File: src/rtl/square_freq_decoder.sv
// square_freq_decoder: measures an incoming square wave against clk and
// recovers the VCO (range, control_frequency) setting that would produce it.
// Ports: clk, rst (async, active-high), square_wave (async input);
//   range/control_frequency (decoded setting), period_cycles (last period),
//   meas_valid/meas_error (result pulses), duty_ok, locked, no_signal.
module square_freq_decoder #(
    parameter int CNT_W   = 21,
    parameter int BASE_K  = 100,
    parameter int BASE_H  = 100000,
    parameter int TOL_K   = 2,
    parameter int TOL_H   = 200,
    parameter int LOCK_N  = 3,
    parameter int TIMEOUT = 1000000
) (
    input  logic             clk,
    input  logic             rst,
    input  logic             square_wave,
    output logic             range,
    output logic [2:0]       control_frequency,
    output logic [CNT_W-1:0] period_cycles,
    output logic             meas_valid,
    output logic             meas_error,
    output logic             duty_ok,
    output logic             locked,
    output logic             no_signal
);
    localparam int W  = CNT_W + 1;
    localparam int RW = $clog2(LOCK_N + 1);

    localparam logic [W-1:0]     BK     = W'(BASE_K);
    localparam logic [W-1:0]     BH     = W'(BASE_H);
    localparam logic [W-1:0]     TK     = W'(TOL_K);
    localparam logic [W-1:0]     TH     = W'(TOL_H);
    localparam logic [W-1:0]     TK2    = W'(2 * TOL_K);
    localparam logic [W-1:0]     TH2    = W'(2 * TOL_H);
    localparam logic [W-1:0]     GLITCH = W'(BASE_K - TOL_K);
    localparam logic [W-1:0]     TMO    = W'(TIMEOUT);
    localparam logic [CNT_W-1:0] SAT    = '1;
    localparam logic [RW-1:0]    LOCK   = RW'(LOCK_N);

    typedef enum logic [1:0] {IDLE, MEASURE, CLASSIFY} state_t;

    state_t             state_q, state_d;
    logic               s1_q, s2_q, s3_q;
    logic [CNT_W-1:0]   per_q, per_d;
    logic [CNT_W-1:0]   hi_q, hi_d;
    logic [CNT_W-1:0]   p_q, p_d;
    logic [CNT_W-1:0]   h_q, h_d;
    logic [W-1:0]       tgt_q, tgt_d;
    logic [2:0]         idx_q, idx_d;
    logic               band_q, band_d;
    logic               range_q, range_d;
    logic [2:0]         cf_q, cf_d;
    logic [CNT_W-1:0]   period_q, period_d;
    logic               valid_q, valid_d;
    logic               error_q, error_d;
    logic               duty_q, duty_d;
    logic               locked_q, locked_d;
    logic               nosig_q, nosig_d;
    logic [RW-1:0]      run_q, run_d;

    logic               rise;
    logic               hit;
    logic               same;
    logic [W-1:0]       p_w;
    logic [W-1:0]       h2_w;
    logic [W-1:0]       diff;
    logic [W-1:0]       dty;
    logic [RW-1:0]      run_n;

    // Metastability synchronizer plus one extra stage for edge detection.
    always_ff @(posedge clk or posedge rst) begin
        if (rst) begin
            s1_q <= 1'b0;
            s2_q <= 1'b0;
            s3_q <= 1'b0;
        end else begin
            s1_q <= square_wave;
            s2_q <= s1_q;
            s3_q <= s2_q;
        end
    end

    // Classification datapath; widened by one bit so 2H cannot overflow.
    always_comb begin
        rise  = s2_q & ~s3_q;
        p_w   = {1'b0, p_q};
        h2_w  = {h_q, 1'b0};
        diff  = (p_w >= tgt_q) ? p_w - tgt_q : tgt_q - p_w;
        dty   = (h2_w >= p_w) ? h2_w - p_w : p_w - h2_w;
        hit   = diff <= (band_q ? TH : TK);
        same  = (run_q != '0) && (band_q == range_q) && (idx_q == cf_q);
        run_n = same ? ((run_q >= LOCK) ? run_q : run_q + RW'(1)) : RW'(1);
    end

    always_comb begin
        state_d  = state_q;
        per_d    = (per_q == SAT) ? per_q : per_q + CNT_W'(1);
        hi_d     = (s2_q && hi_q != SAT) ? hi_q + CNT_W'(1) : hi_q;
        p_d      = p_q;
        h_d      = h_q;
        tgt_d    = tgt_q;
        idx_d    = idx_q;
        band_d   = band_q;
        range_d  = range_q;
        cf_d     = cf_q;
        period_d = period_q;
        valid_d  = 1'b0;
        error_d  = 1'b0;
        duty_d   = duty_q;
        locked_d = locked_q;
        nosig_d  = nosig_q;
        run_d    = run_q;

        if (rise) begin
            per_d = CNT_W'(1);
            hi_d  = '0;
            if (state_q == IDLE) begin
                // First edge only opens a period; nothing to report yet.
                nosig_d = 1'b0;
                state_d = MEASURE;
            end else begin
                // A rise during CLASSIFY abandons the older search.
                p_d      = per_q;
                h_d      = hi_q;
                period_d = per_q;
                if ({1'b0, per_q} < GLITCH) begin
                    error_d  = 1'b1;
                    locked_d = 1'b0;
                    run_d    = '0;
                    state_d  = MEASURE;
                end else begin
                    tgt_d   = BK;
                    band_d  = 1'b0;
                    idx_d   = 3'd0;
                    state_d = CLASSIFY;
                end
            end
        end else begin
            case (state_q)
                IDLE, MEASURE: begin
                    if ({1'b0, per_q} >= TMO) begin
                        nosig_d  = 1'b1;
                        locked_d = 1'b0;
                        run_d    = '0;
                        state_d  = IDLE;
                    end
                end
                CLASSIFY: begin
                    if (hit) begin
                        range_d  = band_q;
                        cf_d     = idx_q;
                        valid_d  = 1'b1;
                        duty_d   = dty <= (band_q ? TH2 : TK2);
                        run_d    = run_n;
                        locked_d = run_n >= LOCK;
                        state_d  = MEASURE;
                    end else if (idx_q == 3'd7) begin
                        if (!band_q) begin
                            band_d = 1'b1;
                            idx_d  = 3'd0;
                            tgt_d  = BH;
                        end else begin
                            error_d  = 1'b1;
                            locked_d = 1'b0;
                            duty_d   = 1'b0;
                            run_d    = '0;
                            state_d  = MEASURE;
                        end
                    end else begin
                        idx_d = idx_q + 3'd1;
                        tgt_d = tgt_q + (band_q ? BH : BK);
                    end
                end
                default: state_d = IDLE;
            endcase
        end
    end

    always_ff @(posedge clk or posedge rst) begin
        if (rst) begin
            state_q  <= IDLE;
            per_q    <= '0;
            hi_q     <= '0;
            p_q      <= '0;
            h_q      <= '0;
            tgt_q    <= '0;
            idx_q    <= '0;
            band_q   <= 1'b0;
            range_q  <= 1'b0;
            cf_q     <= '0;
            period_q <= '0;
            valid_q  <= 1'b0;
            error_q  <= 1'b0;
            duty_q   <= 1'b0;
            locked_q <= 1'b0;
            nosig_q  <= 1'b0;
            run_q    <= '0;
        end else begin
            state_q  <= state_d;
            per_q    <= per_d;
            hi_q     <= hi_d;
            p_q      <= p_d;
            h_q      <= h_d;
            tgt_q    <= tgt_d;
            idx_q    <= idx_d;
            band_q   <= band_d;
            range_q  <= range_d;
            cf_q     <= cf_d;
            period_q <= period_d;
            valid_q  <= valid_d;
            error_q  <= error_d;
            duty_q   <= duty_d;
            locked_q <= locked_d;
            nosig_q  <= nosig_d;
            run_q    <= run_d;
        end
    end

    assign range             = range_q;
    assign control_frequency = cf_q;
    assign period_cycles     = period_q;
    assign meas_valid        = valid_q;
    assign meas_error        = error_q;
    assign duty_ok           = duty_q;
    assign locked            = locked_q;
    assign no_signal         = nosig_q;

endmodule
File: config.mk
export PLATFORM = sky130hd
export DESIGN_NAME = square_freq_decoder
export DESIGN_NICKNAME = d
export VERILOG_FILES = /design/src/rtl/square_freq_decoder.sv
export SDC_FILE = /design/constraint.sdc
export NUM_CORES = 1
export LEC_CHECK = 0
export CORE_MARGIN = 2
export CORE_UTILIZATION = 30
export CTS_CLUSTER_SIZE = 30
export DETAILED_ROUTE_END_ITERATION = 7
export DONT_BUFFER_PORTS = 1
export GPL_TIMING_DRIVEN = 0
export HOLD_SLACK_MARGIN = 0.06
export SYNTH_ARGS = -nofsm -noshare
export SYNTH_HDL_FRONTEND = slang
export SYNTH_SLANG_ARGS = --single-unit
File: constraint.sdc
create_clock -name clk -period 6.5 [get_ports clk]
set_input_delay 0.325 -clock clk [delete_from_list [all_inputs] [get_ports clk]]
set_output_delay 0.325 -clock clk [all_outputs]
set_load 0.01 [all_outputs]
==> impl_results.md <==
- Max_slew headroom: 17.4%
- Via count: 9845
- Syn. warnings: 0
- First-pass GRT wire length: 52600 µm
- Hold Crit Class: flop to flop
- H-tree depth: 4
- Post-synth ARST share: 100%
- Clk buf depth: 2
- Die extent in y: 191 µm
- Clock sink count: 124
- Vias in the first global route: roughly 9.3k
- Synth Register Bits: 124
- Grt total ovfl: 0
- Final hold vios: 0
- Worst R2R Start: period_cycles[17]$_DFFE_PP0P_
- Fin crit period: about 6.1 ns
- Layout net count: 1429
- Total iterations of the first detailed-routing run: 5
- Required @ worst endpoint: 6.84 ns
- Tightest Pin Transition: roughly 1.2 ns
- CTS tree: built
- Largest net degree at the start of global routing: 68
- Syn_nets: 1406
- Layout cell share with drive strength beyond 1: between 6 and 7%
- Hold_sp: s1_q$_DFF_PP0_
- Worst IR Drop VDD: 0.226 mV
- Crit path from: period_cycles[17]$_DFFE_PP0P_
- CP arrival: between 6 and 7 ns
- CP startpoint kind: flop
- Synthesized cell area: between 0.01 and 0.015 mm²
- Crit path max fanout: 10
- Ant diodes: 0
- Final GP Congestion: 0.888
- Status: finished, final reports clean
- Total track usage: 18.6%
- Residual DRC: 0
- Antenna violations before repair: 0
- Register area share after synthesis: around 29%
- CTS root buf: clkbuf_16
- CP Capture Type: flop
- Routed Antenna Nets: 0
- Most frequent cells in the layout: 132 x nand2_1, 124 x dfrtp_1, 113 x o21ai_0
- Inserted Clock Buffers: 17
- Drt total wl: 33600 µm
- Leak: 5.17 nW
- Max frequency: ~0.16 GHz
- Die width: 191 µm
- Fin area: between 0.01 and 0.015 mm²
- Via-per-instance ratio: 5.49
- Final HPWL DP: 27000 µm
- Area delta synth->final: 11.6%
- I/O pins: 33
- Cell variety after synth: 83
- PD cells: 267 mW/mm²
- Initial core utilization: 30.5%
- Row count: 68
- Tot Pwr: about 0.0031 W
- Post-synth EDFFs: 0
- Clock latency on the worst-skew pair: approximately 0.42 ns
- Commonest non-fill, non-tap cell in the layout: nand2_1
- Placement-stage cell area: 0.0112 mm²
- Syn Area/Cell: 8.11 µm²
- Final setup viols: 0
- CTS clk-pin slew, worst paths: 0.06 ns
- WL per Instance: 18.7 µm
- Core area: 0.0345 mm²
- PortBufs: 0
- TNS Setup: 0 ns
- Die Area: ~0.037 mm²
- Post-synth top flop: dfrtp_1
- Max Cap Viol: 0
- Fin. max-slew vios: 0
- WS Path Type: flop to flop
- Period utilization: 93.6%
- Cells after Synth: 1301
- Initial DRC count: 739
- RSZ-0062 raised after global routing: no
- Clock skew: 0.00882 ns
==> final cells by class <==
class,count,area (µm²)
buffer,56,250
clock inverter,15,160
fill,3681,22800
sequential,124,3100
timing repair buffer,4,52.6
tap,455,569
inverter,91,347
clock buffer,17,425
multi-input combinational,1030,6860
==> layer usage <==
metal / vias to the layer above / GRT usage [%] / share of wire, % / wire, µm
li1: 4729 / - / - / -
met1: 4789 / 25.3 / 45 / 15200
met2: 294 / 30.0 / 46 / 15500
met3: 33 / 3.32 / 6.2 / 2090
met4: 0 / 5.68 / 2.1 / 689
met5: - / 0 / 0 / 0
==> where the power goes <==
part           total (W)  switching (W)  leakage (nW)  internal [W]
clock network   0.000937       0.000397         0.280      0.000539
logic            0.00136       0.000788          3.26      0.000568
registers       0.000854      0.0000541          1.63      0.000800
==> synth_stat cells, types with 8 or more instances <==
library cell / number / share of area, %
nand3_1: 41 / 1.9
a21o_1: 25 / 1.8
nor2b_1: 12 / 0.71
o31ai_1: 8 / 0.57
xor2_1: 51 / 4.2
xnor2_1: 28 / 2.3
nor3b_1: 10 / 0.71
ha_1: 101 / 12
or3_1: 10 / 0.59
nand4_1: 33 / 2.0
o21ai_0: 114 / 5.4
a21oi_1: 111 / 5.3
inv_1: 91 / 3.2
buf_2: 14 / 0.66
mux2i_1: 22 / 2.1
a211oi_1: 17 / 1.2
dfrtp_1: 124 / 29
nor2_1: 92 / 3.3
clkbuf_1: 36 / 1.3
and3_1: 15 / 0.89
nand2_1: 133 / 4.7
nor4_1: 11 / 0.65
o21bai_1: 18 / 1.3
a31oi_1: 16 / 0.95
nor3_1: 27 / 1.3
o21a_1: 9 / 0.64
nand2b_1: 8 / 0.47
==> kinds of logic after synthesis <==
logic type | share of synthesized area, %
AO/OA/AOI/OAI | 23.3
XOR/XNOR | 6.56
adder cells (fa/ha/maj) | 12.2
buffers and inverters | 5.61
flip-flops | 29.4
multiplexers | 3.01
other | 0.0712
AND/OR/NAND/NOR | 19.9
==> stage by stage <==
| step | util (%) | cells | hold WS, ns | worst slack [ns] |
|---|---|---|---|---|
| final | 34.1 | 1792 | 0.348 | 0.418 |
| after global placement | 32.2 | 1756 | 0.337 | 0.347 |
| after CTS | 34.0 | 1792 | 0.349 | 0.314 |
| after global routing | 34.1 | 1792 | 0.356 | 0.0825 |
| after floorplan | - | 1301 | 0.331 | 1.72 |
| after detailed placement | 32.3 | 1758 | 0.291 | 0.341 |
==> final timing paths <==
kind,endpoint,cells past startpoint,slack (ns)
max in group asynchronous,h_q[9]$_DFFE_PP0P_,3,5.31
min in group asynchronous,meas_error$_DFF_PP0_,2,0.46
setup / recovery,tgt_q[3]$_DFFE_PP0P_,20,0.42
hold reg to reg,s2_q$_DFF_PP0_,0,0.35
hold / removal,s2_q$_DFF_PP0_,0,0.35
setup reg to reg,tgt_q[3]$_DFFE_PP0P_,20,0.42
==> sequential cells by signal, summed over array words and instances (netlist names) <==
| name | cells |
|---|---|
| h_q | 21 |
| hi_q | 21 |
| per_q | 21 |
| period_cycles | 21 |
| tgt_q | 20 |
| control_frequency | 3 |
| idx_q | 3 |
| run_q | 2 |
| state_q | 2 |
| band_q | 1 |
| duty_ok | 1 |
| locked | 1 |
| meas_error | 1 |
| meas_valid | 1 |
| no_signal | 1 |
| range | 1 |
| s1_q | 1 |
| s2_q | 1 |
| s3_q | 1 |
==> repair_timing <==
item	in CTS	in global routing
resized for setup	0	4
endpoints found under the setup margin	0	14
buffers inserted	0	0
hold endpoints to repair	58	0
hold buffers	2	0
==> critical path, cell delays in order, from the launching register on <==
cell       delay, ns
dfrtp_1         0.57
inv_1           0.27
ha_1            0.44
buf_4           0.21
a21oi_1         0.29
o21ai_0         0.33
o21ai_1         0.40
nand2_2         0.21
mux2_2          0.31
o21ai_0         0.09
xor2_1          0.23
ha_1            0.32
a21oi_1         0.22
nand2_1         0.14
a31o_2          0.26
a2111oi_1       0.42
and4_1          0.34
buf_2           0.27
o21ai_2         0.20
buf_2           0.30
o21ai_0         0.17
(Power assumes the default switching activity.)
